File: src/rtl/kovacs_indicator_decoder.sv
// Kovacs feedback indicator decoder: classifies, debounces and order-checks the phase level and
// measures phase dwell. Optional illegal-transition counter enabled by KOVACS_DEC_ERRCNT_EN.
module kovacs_indicator_decoder #(
  parameter int unsigned        DEBOUNCE = 4,
  parameter logic signed [13:0] HI_THR   = 14'sd6144,
  parameter logic signed [13:0] LO_THR   = 14'sd2048
) (
  input  logic        clk_i,
  input  logic        rst_i,
  input  logic [13:0] indicator_i,
  input  logic        enable_i,
  input  logic        clear_err_i,
  output logic [1:0]  state_o,
  output logic        state_valid_o,
  output logic        phase_end_o,
  output logic [1:0]  phase_id_o,
  output logic [31:0] phase_len_o,
  output logic        cycle_done_o,
  output logic        seq_err_o
`ifdef KOVACS_DEC_ERRCNT_EN
  ,
  output logic [15:0] err_count_o
`endif
);

  localparam logic [7:0] DebLimit = 8'(DEBOUNCE);

  typedef enum logic {StSync, StTrack} dec_state_e;

  dec_state_e  state_q, state_d;
  logic [13:0] sample_q;
  logic [1:0]  class_d, class_q, class_prev_q;
  logic [1:0]  pipe_vld_q;
  logic        loaded_q, loaded_d;
  logic [1:0]  level_q, level_d;
  logic [7:0]  run_q, run_d, run_next;
  logic [31:0] len_q, len_d, len_inc;
  logic        phase_end_q, phase_end_d;
  logic [1:0]  phase_id_q, phase_id_d;
  logic [31:0] phase_len_q, phase_len_d;
  logic        cycle_done_q, cycle_done_d;
  logic        seq_err_q, seq_err_d;
  logic        accept, illegal;

  function automatic logic is_legal(input logic [1:0] from, input logic [1:0] to);
    return ((from == 2'd0) && (to == 2'd2)) ||
           ((from == 2'd2) && (to == 2'd1)) ||
           ((from == 2'd1) && (to == 2'd0));
  endfunction

  always_comb begin
    class_d = 2'd2;
    if ($signed(sample_q) >= HI_THR) begin
      class_d = 2'd0;
    end else if ($signed(sample_q) >= LO_THR) begin
      class_d = 2'd1;
    end
  end

  // pipe_vld_q marks when class_q first holds a class derived from a post-reset sample.
  always_ff @(posedge clk_i) begin
    if (rst_i) begin
      sample_q     <= '0;
      class_q      <= '0;
      class_prev_q <= '0;
      pipe_vld_q   <= '0;
    end else begin
      sample_q     <= indicator_i;
      class_q      <= class_d;
      class_prev_q <= class_q;
      pipe_vld_q   <= {pipe_vld_q[0], 1'b1};
    end
  end

  always_comb begin
    state_d      = state_q;
    level_d      = level_q;
    loaded_d     = loaded_q;
    run_d        = run_q;
    len_d        = len_q;
    phase_end_d  = 1'b0;
    cycle_done_d = 1'b0;
    phase_id_d   = phase_id_q;
    phase_len_d  = phase_len_q;
    seq_err_d    = seq_err_q & ~clear_err_i;
    run_next     = '0;
    accept       = 1'b0;
    illegal      = 1'b0;
    len_inc      = (len_q == '1) ? len_q : len_q + 32'd1;

    if (!loaded_q) begin
      if (pipe_vld_q[1]) begin
        level_d  = class_q;
        loaded_d = 1'b1;
      end
    end else if (!enable_i) begin
      state_d = StSync;
      run_d   = '0;
      len_d   = '0;
    end else begin
      // A change of class counts as the first cycle of the new candidate.
      if (class_q == level_q) begin
        run_next = '0;
      end else if ((class_q == class_prev_q) && (run_q != '0)) begin
        run_next = run_q + 8'd1;
      end else begin
        run_next = 8'd1;
      end
      accept = (run_next == DebLimit);
      run_d  = accept ? '0 : run_next;

      unique case (state_q)
        StSync: begin
          if (accept) begin
            level_d = class_q;
            state_d = StTrack;
            len_d   = '0;
          end
        end
        StTrack: begin
          if (accept) begin
            level_d     = class_q;
            phase_end_d = 1'b1;
            phase_id_d  = level_q;
            phase_len_d = len_inc;
            len_d       = '0;
            if (!is_legal(level_q, class_q)) begin
              illegal   = 1'b1;
              seq_err_d = 1'b1;
            end else if (level_q == 2'd1) begin
              cycle_done_d = 1'b1;
            end
          end else begin
            len_d = len_inc;
          end
        end
      endcase
    end
  end

  always_ff @(posedge clk_i) begin
    if (rst_i) begin
      state_q      <= StSync;
      level_q      <= '0;
      loaded_q     <= 1'b0;
      run_q        <= '0;
      len_q        <= '0;
      phase_end_q  <= 1'b0;
      phase_id_q   <= '0;
      phase_len_q  <= '0;
      cycle_done_q <= 1'b0;
      seq_err_q    <= 1'b0;
    end else begin
      state_q      <= state_d;
      level_q      <= level_d;
      loaded_q     <= loaded_d;
      run_q        <= run_d;
      len_q        <= len_d;
      phase_end_q  <= phase_end_d;
      phase_id_q   <= phase_id_d;
      phase_len_q  <= phase_len_d;
      cycle_done_q <= cycle_done_d;
      seq_err_q    <= seq_err_d;
    end
  end

`ifdef KOVACS_DEC_ERRCNT_EN
  logic [15:0] err_cnt_q, err_cnt_d;

  // An increment in the same cycle as a clear takes priority over the clear.
  always_comb begin
    err_cnt_d = clear_err_i ? '0 : err_cnt_q;
    if (illegal) begin
      err_cnt_d = (err_cnt_q == '1) ? err_cnt_q : err_cnt_q + 16'd1;
    end
  end

  always_ff @(posedge clk_i) begin
    if (rst_i) begin
      err_cnt_q <= '0;
    end else begin
      err_cnt_q <= err_cnt_d;
    end
  end

  assign err_count_o = err_cnt_q;
`endif

  assign state_o       = level_q;
  assign state_valid_o = (state_q == StTrack);
  assign phase_end_o   = phase_end_q;
  assign phase_id_o    = phase_id_q;
  assign phase_len_o   = phase_len_q;
  assign cycle_done_o  = cycle_done_q;
  assign seq_err_o     = seq_err_q;

endmodule

File: config.mk
export PLATFORM = sky130hd
export DESIGN_NAME = kovacs_indicator_decoder
export DESIGN_NICKNAME = d
export VERILOG_FILES = /design/src/rtl/kovacs_indicator_decoder.sv
export SDC_FILE = /design/constraint.sdc
export NUM_CORES = 1
export LEC_CHECK = 0
export CORE_ASPECT_RATIO = 0.7
export CORE_UTILIZATION = 52
export CTS_BUF_LIST = sky130_fd_sc_hd__clkbuf_8
export DETAILED_ROUTE_END_ITERATION = 8
export PLACE_DENSITY = 0.76
export SETUP_SLACK_MARGIN = 0.2
export SYNTH_ARGS = -nofsm -noshare
export SYNTH_HDL_FRONTEND = slang
export SYNTH_SLANG_ARGS = --single-unit
File: constraint.sdc
create_clock -name clk_i -period 3.3 [get_ports clk_i]
set_clock_uncertainty 0.15 [all_clocks]
set_input_delay 0.495 -clock clk_i [delete_from_list [all_inputs] [get_ports clk_i]]
set_output_delay 0.495 -clock clk_i [all_outputs]
set_load 0.02 [all_outputs]
**Word-level counts from Yosys, hierarchy flattened**

Index checks and enable logic that the tools add are counted.

- Bitwise logic cells: 7
- Mux-type cells: 28
- $lt $le $gt $ge: 2
- Add/subtract/negate cells: 2
- Equality and inequality tests: 11
- Reduce and logical (&&, ||, !) cells: 16

Operators by type and width:

| kind | count |
|---|---|
| two-way mux 32 bit | 4 |
| one-hot mux 32 bit (2 select lines) | 1 |
| two-way mux 8 bit | 6 |
| adder 32 x 1 -> 32 bit, second input constant | 1 |
| == test 32 bit, second input constant | 1 |
| greater-or-equal comparator 14 x 13 -> 1 bit, second input constant | 1 |
| greater-or-equal comparator 14 bit, second input constant | 1 |
| two-way mux 1 bit | 12 |
| two-way mux 2 bit | 5 |
| adder 8 x 1 -> 8 bit, second input constant | 1 |
| == test 8 x 3 -> 1 bit, second input constant | 1 |
| nonzero test 8 bit | 1 |
| inverter 1 bit | 6 |
| OR reduction 6 bit | 1 |
| == test 2 x 1 -> 1 bit, second input constant | 2 |
| == test 2 bit | 2 |
| == test 2 bit, second input constant | 2 |
| logical AND 1 bit | 4 |
| logical NOT 2 bit | 2 |
| AND reduction 4 bit | 1 |
| OR reduction 4 bit | 1 |
| inequality test 3 bit, second input constant | 1 |
| AND reduction 3 bit | 1 |
| logical OR 1 bit | 2 |
| 6 further kinds | 6 |

- Output and inout bits: 40
- Flip-flop bits (word level): 101
- Input bits: 18
- Word-level logic and storage cells: 81

**Depth between registers and ports, before layout**

Gate-level depths: netlist of run 1.

- Word-level depth: 11
- Depth in mapped cells: 10

**Least setup slack after synthesis of run 1**

No wires, ideal clock.

- Kind: reg-to-reg
- From: register run_q[1]
- To: register phase_len_q[10], in the netlist phase_len_o[10]
- Buffers on the path: 1
- Arrival: 2329 ps
- Slack: 699 ps
- Clock period less this slack: 2601 ps
- Required time: 3028 ps
- Stages on the path, launching flop included: 8
- Library setup time: 122 ps
- Cell sequence: dfxtp_1 -> ha_1 -> and3_2 -> a31oi_1 -> or4_4 -> or3_1 -> buf_2 -> o311a_1

- Cells in the longest elaborated chain, start to end: 8
- Elaborated cells between the ends (all ways): 9
- Classes of those cells: add/sub: 1; eq/ne: 1; mux: 4; reduce/logical: 3

Ends and longest elaborated chain:

| item | line | RTL |
|---|---|---|
| from (decl) | 36 | `logic [7:0] run_q, run_d, run_next;` |
| from (signal assigned) | 157 | `run_q <= run_d;` |
| branches (longest 2 deep; another with adder 8 x 1 -> 8 bit) | -- |  |
| two-way mux 8 bit (*) | 104 | `end else if ((class_q == class_prev_q) && (run_q != '0)) begin` |
| two-way mux 8 bit (*) | 102 | `if (class_q == level_q) begin` |
| two-way mux 8 bit (*) | 96 | `end else if (!enable_i) begin` |
| two-way mux 8 bit (*) | 91 | `if (!loaded_q) begin` |
| == test 8 x 3 -> 1 bit (*) | 109 | `accept = (run_next == DebLimit);` |
| AND reduction 4 bit (no source line) (*) | -- |  |
| to (signal assigned) | 161 | `phase_len_q <= phase_len_d;` |
| to (decl) | 40 | `logic [31:0] phase_len_q, phase_len_d;` |

Every way passes the cells marked *. The select of a mux whose other input is x is not followed.
A chain may end at the register's enable or synchronous reset.

**Worst setup path after layout of run 1**

Ends and elaborated chain as after synthesis.

==> metrics.txt, run 1 <==
Final setup viols=0; WS Path Type=flop to flop; Port Buf Inserts=46; Synth Warn #=0; synth top area cells=dfxtp_1, nor2_1, xnor2_1; RSZ-0062 raised after global routing=false; Primary FF master, synth=dfxtp_1; Initial DRT Pass Iterations=4; leakage=1.76 nW; Total GRT Usage=23.6%; layout cells sized above 1=between 6 and 7%; Mapped Area=~0.0045 mm2; crit share post-route=between 80% and 90%; Wirelength per Cell=between 15 and 20 um; Hold Slack=0.292 ns; Overflow after GRT=0; Layout Area Growth over Synthesis=16.0%; Initial Util=55.4%; WP data arrival=2.96 ns; worst-margin pin slew=between 0.6 and 0.7 ns; post-synth cell types=58; Worst slew margin=between 50% and 60%; count leader, synth=dfxtp_1; register area=0.00180 mm2; io pins=58; drt total wl=10200 um; vias in the first global route=3400; area leader, netlist=dfxtp_1; peak supply drop=approximately 400 uV; Hold Buf Count CTS=0; CTS tree=yes; Min-Delay Path Class=flop to flop; number of DRC markers in iteration 0=272; Final Critical Period=2.85 ns; clock edge transition at the registers on the reported setup and hold paths=about 0.09 ns; Post-Syn Nets=544; initial antenna violation count=0; Final Power=2.05 mW; synthesized area per cell=approximately 8.6 um2; CTS Buf Count=9; largest net degree at the start of global routing=62; area of the multi-input gates=0.00248 mm2; drc violations=0; setup bufs post-CTS=0; synthesized flop and latch total=90; Final Hold Vio Count=0; pwr/cell area=~400 mW/mm2; first-pass GRT wire length=roughly 17000 um; Clock Path Buffers=2; post-synth top area share=approximately two fifths; final net count=roughly 570; crit start category=flop; CTS sink count=90; via count=3911; Synth Instances=approximately 520; Site Rows=27; crit path capture type=flop; fill count=about 700; Commonest cells post-synth=dfxtp_1, nor2_1, nor3_1, a211oi_1, nand3_1; Clock Tree Root=clkbuf_8; htree depth=3; die width=~110 um; maxcap violations=0; Die Y=~80 um; post-synthesis async set-or-reset flop share=0%; Worst-Skew Late Latency=0.36 ns; EDFF count, synth=0; CP required=between 3 and 4 ns; setup TNS=0 ns; post-DP HPWL=between 7000 and 8000 um; Final ANT Viol Nets=0; Seq/Total Area, Yosys=40.1%; critical-path maximum fanout=6; die area=about 0.0090 mm2; number of antenna cells inserted=0; core area=0.00811 mm2; DR vias/cell=6.00; max-slew violation count=0; run status=completed; RD Place Congestion=0.861; FMAX=~350 MHz
[where the power goes]
part           switching (mW)  total, mW  internal [mW]  leakage (nW)
Clock                   0.381      0.868          0.487         0.119
Sequential            0.00819       1.10           1.09         0.727
Combinational          0.0510     0.0800         0.0290         0.911
[metal layers]
layer / vias to the layer above / wire length (um) / track usage (%)
met5: - / 0 / 0
li1: 1946 / - / -
met1: 1854 / 4970 / 32.8
met4: 0 / 60 / 6.58
met2: 106 / 4550 / 36.4
met3: 5 / 603 / 5.85
[registers in the layout, summed over array words and instances, names as in the netlist]
name / cells
class_prev_q: 2
class_q: 2
cycle_done_o: 1
len_q: 32
loaded_q: 1
phase_end_o: 1
phase_id_o: 2
phase_len_o: 32
pipe_vld_q: 2
run_q: 8
sample_q: 3
seq_err_o: 1
state_o: 2
state_valid_o: 1
[cells by family (layout without fill, tap and decap cells)]
family                   after synthesis  after routing  share of synthesized area (%)
multiplexers                           7              7                           1.59
AND/OR/NAND/NOR                      229            229                           27.1
adder cells (fa/ha/maj)                3              3                          0.836
flip-flops                            90             90                           40.1
buffers and inverters                 53             81                           5.07
XOR/XNOR                              35             35                           6.83
AO/OA/AOI/OAI                        106            106                           18.5
[final timing paths]
kind | startpoint | to | slack [ns] | cells after the start
max | run_q[1]$_SDFFE_PP0P_ | phase_len_o[10]$_SDFFE_PP0P_ | 0.45 | 6
max reg2reg | run_q[1]$_SDFFE_PP0P_ | phase_len_o[10]$_SDFFE_PP0P_ | 0.45 | 6
min reg2reg | sample_q[13]$_SDFF_PP0_ | class_q[0]$_SDFF_PP0_ | 0.29 | 1
min | sample_q[13]$_SDFF_PP0_ | class_q[0]$_SDFF_PP0_ | 0.29 | 1
[stage by stage]
step | util, % | instance area, um2 | setup WS [ns] | cells
floorplan | - | 4490 | 0.699 | 523
global placement | 61.1 | 4950 | 0.407 | 636
detailed placement | 61.1 | 4950 | 0.356 | 636
CTS | 64.0 | 5190 | 0.338 | 652
global route | 64.2 | 5210 | 0.281 | 652
finish | 64.2 | 5210 | 0.446 | 652
[final cells by class]
type / count / share of cell area (%)
multi-input cells: 380 / 47.6
flip-flops and latches: 90 / 34.6
repair buffers: 53 / 9.99
clock buffers: 12 / 3.17
well taps: 101 / 2.43
clock inverters: 4 / 1.39
inverters: 12 / 0.865
[critical path, cell delays in order, from the launching register on]
cell	delay (ns)
dfxtp_1	0.44
ha_1	0.28
and3_2	0.24
a31oi_1	0.17
or4_4	0.59
or3_1	0.50
o311a_1	0.38
[layout by cell type, fill, tap and decap left out, types with 3 or more instances in the layout]
master	netlist	routed
a221o_1	13	13
nand2_1	22	22
a21o_1	5	4
xnor2_1	23	23
and3_1	15	15
nor2_1	64	64
dfxtp_1	90	90
nor2b_1	10	10
nand4_1	12	12
nand2b_1	3	3
nand3_1	24	24
mux2i_1	6	6
nor4_1	4	4
a211o_1	9	9
o21ai_0	8	8
xor2_1	12	12
nor3b_1	12	12
o211ai_1	3	3
clkdlybuf4s50_1	0	45
or3_1	11	11
o21a_1	3	3
and2_1	5	5
a311oi_1	3	3
nor3_1	31	31
clkbuf_8	0	12
a211oi_1	26	26
a21oi_1	13	13
inv_1	12	12
or4_1	4	4
o21ai_1	3	3
ha_1	3	3
buf_4	3	6
[what timing repair did]
action | 4_1_cts | 5_1_grt
hold endpoints to repair | 0 | 0
setup endpoints to repair | 0 | 21
gates resized for setup | 0 | 3
Power figures use the tool's default switching activity.
==> run 2: changes to the inputs <==
--- a/config.mk
+++ b/config.mk
@@ -10,7 +10,7 @@
 export CTS_BUF_LIST = sky130_fd_sc_hd__clkbuf_8
 export DETAILED_ROUTE_END_ITERATION = 8
 export PLACE_DENSITY = 0.76
-export SETUP_SLACK_MARGIN = 0.2
+export SETUP_SLACK_MARGIN = 0.5
 export SYNTH_ARGS = -nofsm -noshare
 export SYNTH_HDL_FRONTEND = slang
 export SYNTH_SLANG_ARGS = --single-unit
==> metrics.txt, run 2 (synthesis results as in run 1) <==
Port Buf Inserts=46; vias in the first global route=approximately 3500; RD Place Congestion=roughly 0.86; register area=roughly 0.0018 mm2; first-pass GRT wire length=around 17000 um; Hold Buf Count CTS=0; worst-margin pin slew=approximately 0.53 ns; Final Hold Vio Count=0; Total GRT Usage=24.4%; htree depth=3; Wirelength per Cell=about 16 um; DR vias/cell=6.02; top routing layer in use=met4; critical-path maximum fanout=6; RSZ-0062 raised after global routing=true; maxcap violations=0; WS Path Type=flop to flop; WL met2=just under 5000 um; pwr/cell area=385 mW/mm2; Final setup viols=0; leakage=approximately 1.8 nW; clock edge transition at the registers on the reported setup and hold paths=0.09 ns; Clock Tree Root=clkbuf_8; core area=0.00811 mm2; Initial DRT Pass Iterations=5; worst r2r dst=phase_len_o[10]$_SDFFE_PP0P_; run status=completed; setup TNS=0 ns; RR Startpoint=run_q[0]$_SDFFE_PP0P_; hold path startpoint=sample_q[13]$_SDFF_PP0_; Worst slew margin=between 60% and 70%; post-DP HPWL=7170 um; number of DRC markers in iteration 0=about 240; WHS Path Cells=1; CP required=approximately 3.4 ns; die area=between 0.009 and 0.01 mm2; crit path capture type=flop; commonest non-fill, non-tap cells in the layout=dfxtp_1, nor2_1, clkdlybuf4s50_1; number of antenna cells inserted=0; via count=~4000; drt total wl=~11000 um; Final Critical Period=roughly 2.7 ns; R2R Setup Slk=approximately 0.57 ns; fill count=around 680; CTS sink count=90; Die Y=about 80 um; crit start category=flop; drc violations=0; Layout Area Growth over Synthesis=18.8%; io pins=58; Initial Util=a little under three fifths; Final ANT Viol Nets=0; Worst-Skew Late Latency=0.36 ns; final net count=574; peak supply drop=410 uV; CTS tree=yes; worst reg2reg path depth=6; Site Rows=27; WL met3=566 um; WP data arrival=2.83 ns; Min-Delay Path Class=flop to flop; Met1 Wirelength=approximately 5200 um; max-slew violation count=0; layout cells sized above 1=8.96%; Clock Path Buffers=2; fin util=about two thirds; CTS Buf Count=9; area of the multi-input gates=0.00253 mm2; initial antenna violation count=0; die width=113 um; crit share post-route=around 83%; FMAX=roughly 370 MHz; most common cell after layout, fill and taps aside=dfxtp_1; Hold Crit Endpoint=class_q[0]$_SDFF_PP0_; Overflow after GRT=0; largest net degree at the start of global routing=40
[run 2: routing by layer]
metal | global-route usage, % | vias up
met5 | 0 | -
met2 | 38.2 | 117
met1 | 33.7 | 1878
met4 | 6.58 | 0
li1 | - | 1966
met3 | 5.85 | 5
[run 2: worst max-delay path by stage]
stage                                startpoint                      endpoint  cells past startpoint
after floorplan           run_q[1]$_SDFFE_PP0P_  phase_len_o[10]$_SDFFE_PP0P_                      7
after global placement                 enable_i         len_q[8]$_SDFFE_PP0P_                      6
after detailed placement               enable_i         len_q[8]$_SDFFE_PP0P_                      6
after CTS                 run_q[1]$_SDFFE_PP0P_  phase_len_o[20]$_SDFFE_PP0P_                      8
after global routing      len_q[5]$_SDFFE_PP0P_   phase_len_o[7]$_SDFFE_PP0P_                      6
final                     run_q[0]$_SDFFE_PP0P_  phase_len_o[10]$_SDFFE_PP0P_                      6
[run 2: repair_timing]
| action | in CTS | in global routing |
|---|---|---|
| pin swaps | 0 | 4 |
| resized for setup | 5 | 8 |
| buffers inserted | 0 | 6 |
| setup endpoints to repair | 26 | 57 |
| cloned | 1 | 0 |
[run 2: critical path, stage by stage, from the launching register on]
cell and delay (ns):
dfxtp_1 0.43, ha_2 0.26, and3_2 0.23, a31oi_1 0.17, or4_4 0.60, or3_4 0.44, o311a_1 0.36
[run 2: final cells by class]
class	instances	area share, %
multi-input cells	380	47.4
flip-flops and latches	90	33.8
repair buffers	60	11.1
clock buffers	12	3.10
well taps	101	2.37
clock inverters	4	1.36
inverters	12	0.845
[run 2: through the flow]
| stage | hold WS, ns | instance area, um2 | cells | setup WS (ns) | power [mW] |
|---|---|---|---|---|---|
| 3_3_place_gp | 0.257 | 4950 | 636 | 0.407 | 1.20 |
| 3_5_place_dp | 0.284 | 4950 | 636 | 0.356 | 1.21 |
| 6_report | 0.291 | 5330 | 659 | 0.575 | 2.05 |
| 5_1_grt | 0.322 | 5330 | 659 | 0.483 | 2.12 |
| 4_1_cts | 0.297 | 5250 | 653 | 0.496 | 2.06 |
| 2_1_floorplan | 0.249 | 4490 | 523 | 0.699 | 1.18 |
[run 2: power breakdown]
| part | switching (mW) | internal (mW) | leakage, nW |
|---|---|---|---|
| sequential | 0.00828 | 1.09 | 0.728 |
| combinational | 0.0515 | 0.0298 | 0.950 |
| clock | 0.381 | 0.487 | 0.119 |
| total | 0.441 | 1.61 | 1.80 |
==> run 3: changes to the inputs <==
==> constraint.sdc (replaced) <==
create_clock -name clk_i -period 2.65 [get_ports clk_i]
set_clock_uncertainty 0.15 [all_clocks]
set_input_delay 0.3975 -clock clk_i [delete_from_list [all_inputs] [get_ports clk_i]]
set_output_delay 0.3975 -clock clk_i [all_outputs]
set_load 0.02 [all_outputs]
==> metrics.txt, run 3 (synthesis results as in run 1) <==
stages on the worst setup path=10; setup TNS=0 ns; fill count=about 570; RSZ-0062 raised after global routing=true; Final Power=around 2.5 mW; clock edge transition at the registers on the reported setup and hold paths=about 0.090 ns; CTS Buf Count=9; die area=approximately 0.009 mm2; Site Rows=27; commonest non-fill, non-tap cells in the layout=dfxtp_1, nor2_1, clkdlybuf4s50_1; WP data arrival=between 2 and 3 ns; Clk pwr share=approximately 40%; crit path max-delay cell type=dfxtp_4; slowest stage delay, CP=0.37 ns; Logic pwr share=between 4 and 5%; via count=between 4000 and 5000; Initial DRT Pass Iterations=5; first-pass GRT wire length=19100 um; Crit path buffers/inverters=3; Layout Area Growth over Synthesis=35.3%; post-DP HPWL=7600 um; htree depth=3; NetSw=0.552 mW; Final Hold Vio Count=0; Overflow after GRT=0; io pins=just under 60; run status=completed; WS Path Type=flop to flop; Worst-Skew Late Latency=around 0.36 ns; final net count=621; Final ANT Viol Nets=0; FMAX=between 300 and 400 MHz; crit share post-route=95.6%; number of DRC markers in iteration 0=approximately 440; leakage=~2.2 nW; Die Y=roughly 80 um; Clock Path Buffers=2; critical-path maximum fanout=29; Min-Delay Path Class=flop to flop; CTS tree=yes; largest net degree at the start of global routing=30; core area=slightly above 0.008 mm2; Final setup viols=0; Port Buf Inserts=between 40 and 50; WHS Path Cells=1; P_int=1.91 mW; initial antenna violation count=0; worst-margin pin slew=between 0.4 and 0.5 ns; Worst slew margin=between 60% and 70%; Final Critical Period=2.53 ns; number of antenna cells inserted=0; die width=~110 um; drc violations=0; crit path capture type=flop; crit start category=flop; peak supply drop=340 uV; CP required=about 2.8 ns; vias in the first global route=roughly 3900; most common cell after layout, fill and taps aside=dfxtp_1; Wirelength per Cell=around 18 um; DR vias/cell=around 6.2; pwr/cell area=roughly 400 mW/mm2; RD Place Congestion=between 0.8 and 0.9; drt total wl=approximately 13000 um; Sw Ratio=between 20 and 25%; worst reg2reg path depth=10; sequential power share=~55%; Clock Tree Root=clkbuf_8; layout cells sized above 1=about a quarter; CP most frequent cell=buf_4; CTS sink count=90; maxcap violations=0; Top delay family on crit path=compound AO/OA/AOI/OAI gates; max-slew violation count=0; Total GRT Usage=between 20% and 30%; CP cell instances=ha_4 -> and3_4 -> a31oi_2 -> buf_4 -> nor4_4 -> buf_4 -> a211o_1 -> buf_12 -> or3_1 -> o211ai_1; Initial Util=55.4%
-- run 3: cell types whose count changed in the layout (fill, tap and decap cells not counted), sizes merged --
cell,previous run,this run
buf,15,60
inv,12,15
clkbuf,12,11
clkinvlp,1,0
-- run 3: cell type report --
cell class | instances | area [um2] | share of cell area, %
clock inverter | 6 | 76.3 | 1.26
clock buffer | 9 | 124 | 2.04
inverter | 12 | 45.0 | 0.741
sequential | 90 | 1830 | 30.2
tap | 101 | 126 | 2.08
multi-input combinational | 380 | 2730 | 44.9
timing repair buffer | 107 | 1140 | 18.8
-- run 3: stage by stage --
stage | hold WS (ns) | cell area (um2) | cells | worst slack (ns) | utilization (%)
after floorplan | 0.249 | 4610 | 523 | 0.222 | -
after global placement | 0.257 | 5200 | 658 | 0.0947 | 64.2
after detailed placement | 0.264 | 5200 | 658 | 0.0740 | 64.2
after CTS | 0.276 | 5750 | 692 | 0.151 | 71.0
after global routing | 0.313 | 6080 | 705 | 0.0659 | 74.9
final | 0.276 | 6080 | 705 | 0.118 | 74.9
-- run 3: path summary, 6_finish.rpt --
kind / start / endpoint / slack, ns
max: run_q[1]$_SDFFE_PP0P_ / len_q[19]$_SDFFE_PP0P_ / 0.12
min: sample_q[13]$_SDFF_PP0_ / class_q[0]$_SDFF_PP0_ / 0.28
max reg2reg: run_q[1]$_SDFFE_PP0P_ / len_q[19]$_SDFFE_PP0P_ / 0.12
min reg2reg: sample_q[13]$_SDFF_PP0_ / class_q[0]$_SDFF_PP0_ / 0.28
-- run 3: what timing repair did --
item | in CTS | in global routing
gates cloned | 5 | 3
hold endpoints to repair | 0 | 0
pin swaps | 13 | 17
hold buffers | 0 | 0
endpoints found under the setup margin | 73 | 74
resized for setup | 37 | 39
setup buffers | 14 | 10
-- run 3: power groups by stage --
stage          combinational [mW]  clock (mW)  sequential [mW]
2_1_floorplan              0.0659           0             1.40
3_3_place_gp                0.103           0             1.40
3_5_place_dp                0.104           0             1.40
4_1_cts                     0.107       0.996             1.37
5_1_grt                     0.125        1.05             1.37
6_report                    0.116       0.984             1.37
-- run 3: per-layer routing --
metal / vias to the layer above / share of wire [%] / GRT usage [%]
met5: - / 0 / 0
met4: 0 / 0.86 / 8.68
met3: 13 / 7.7 / 6.68
met2: 179 / 46 / 42.5
met1: 2126 / 46 / 37.2
li1: 2068 / - / -
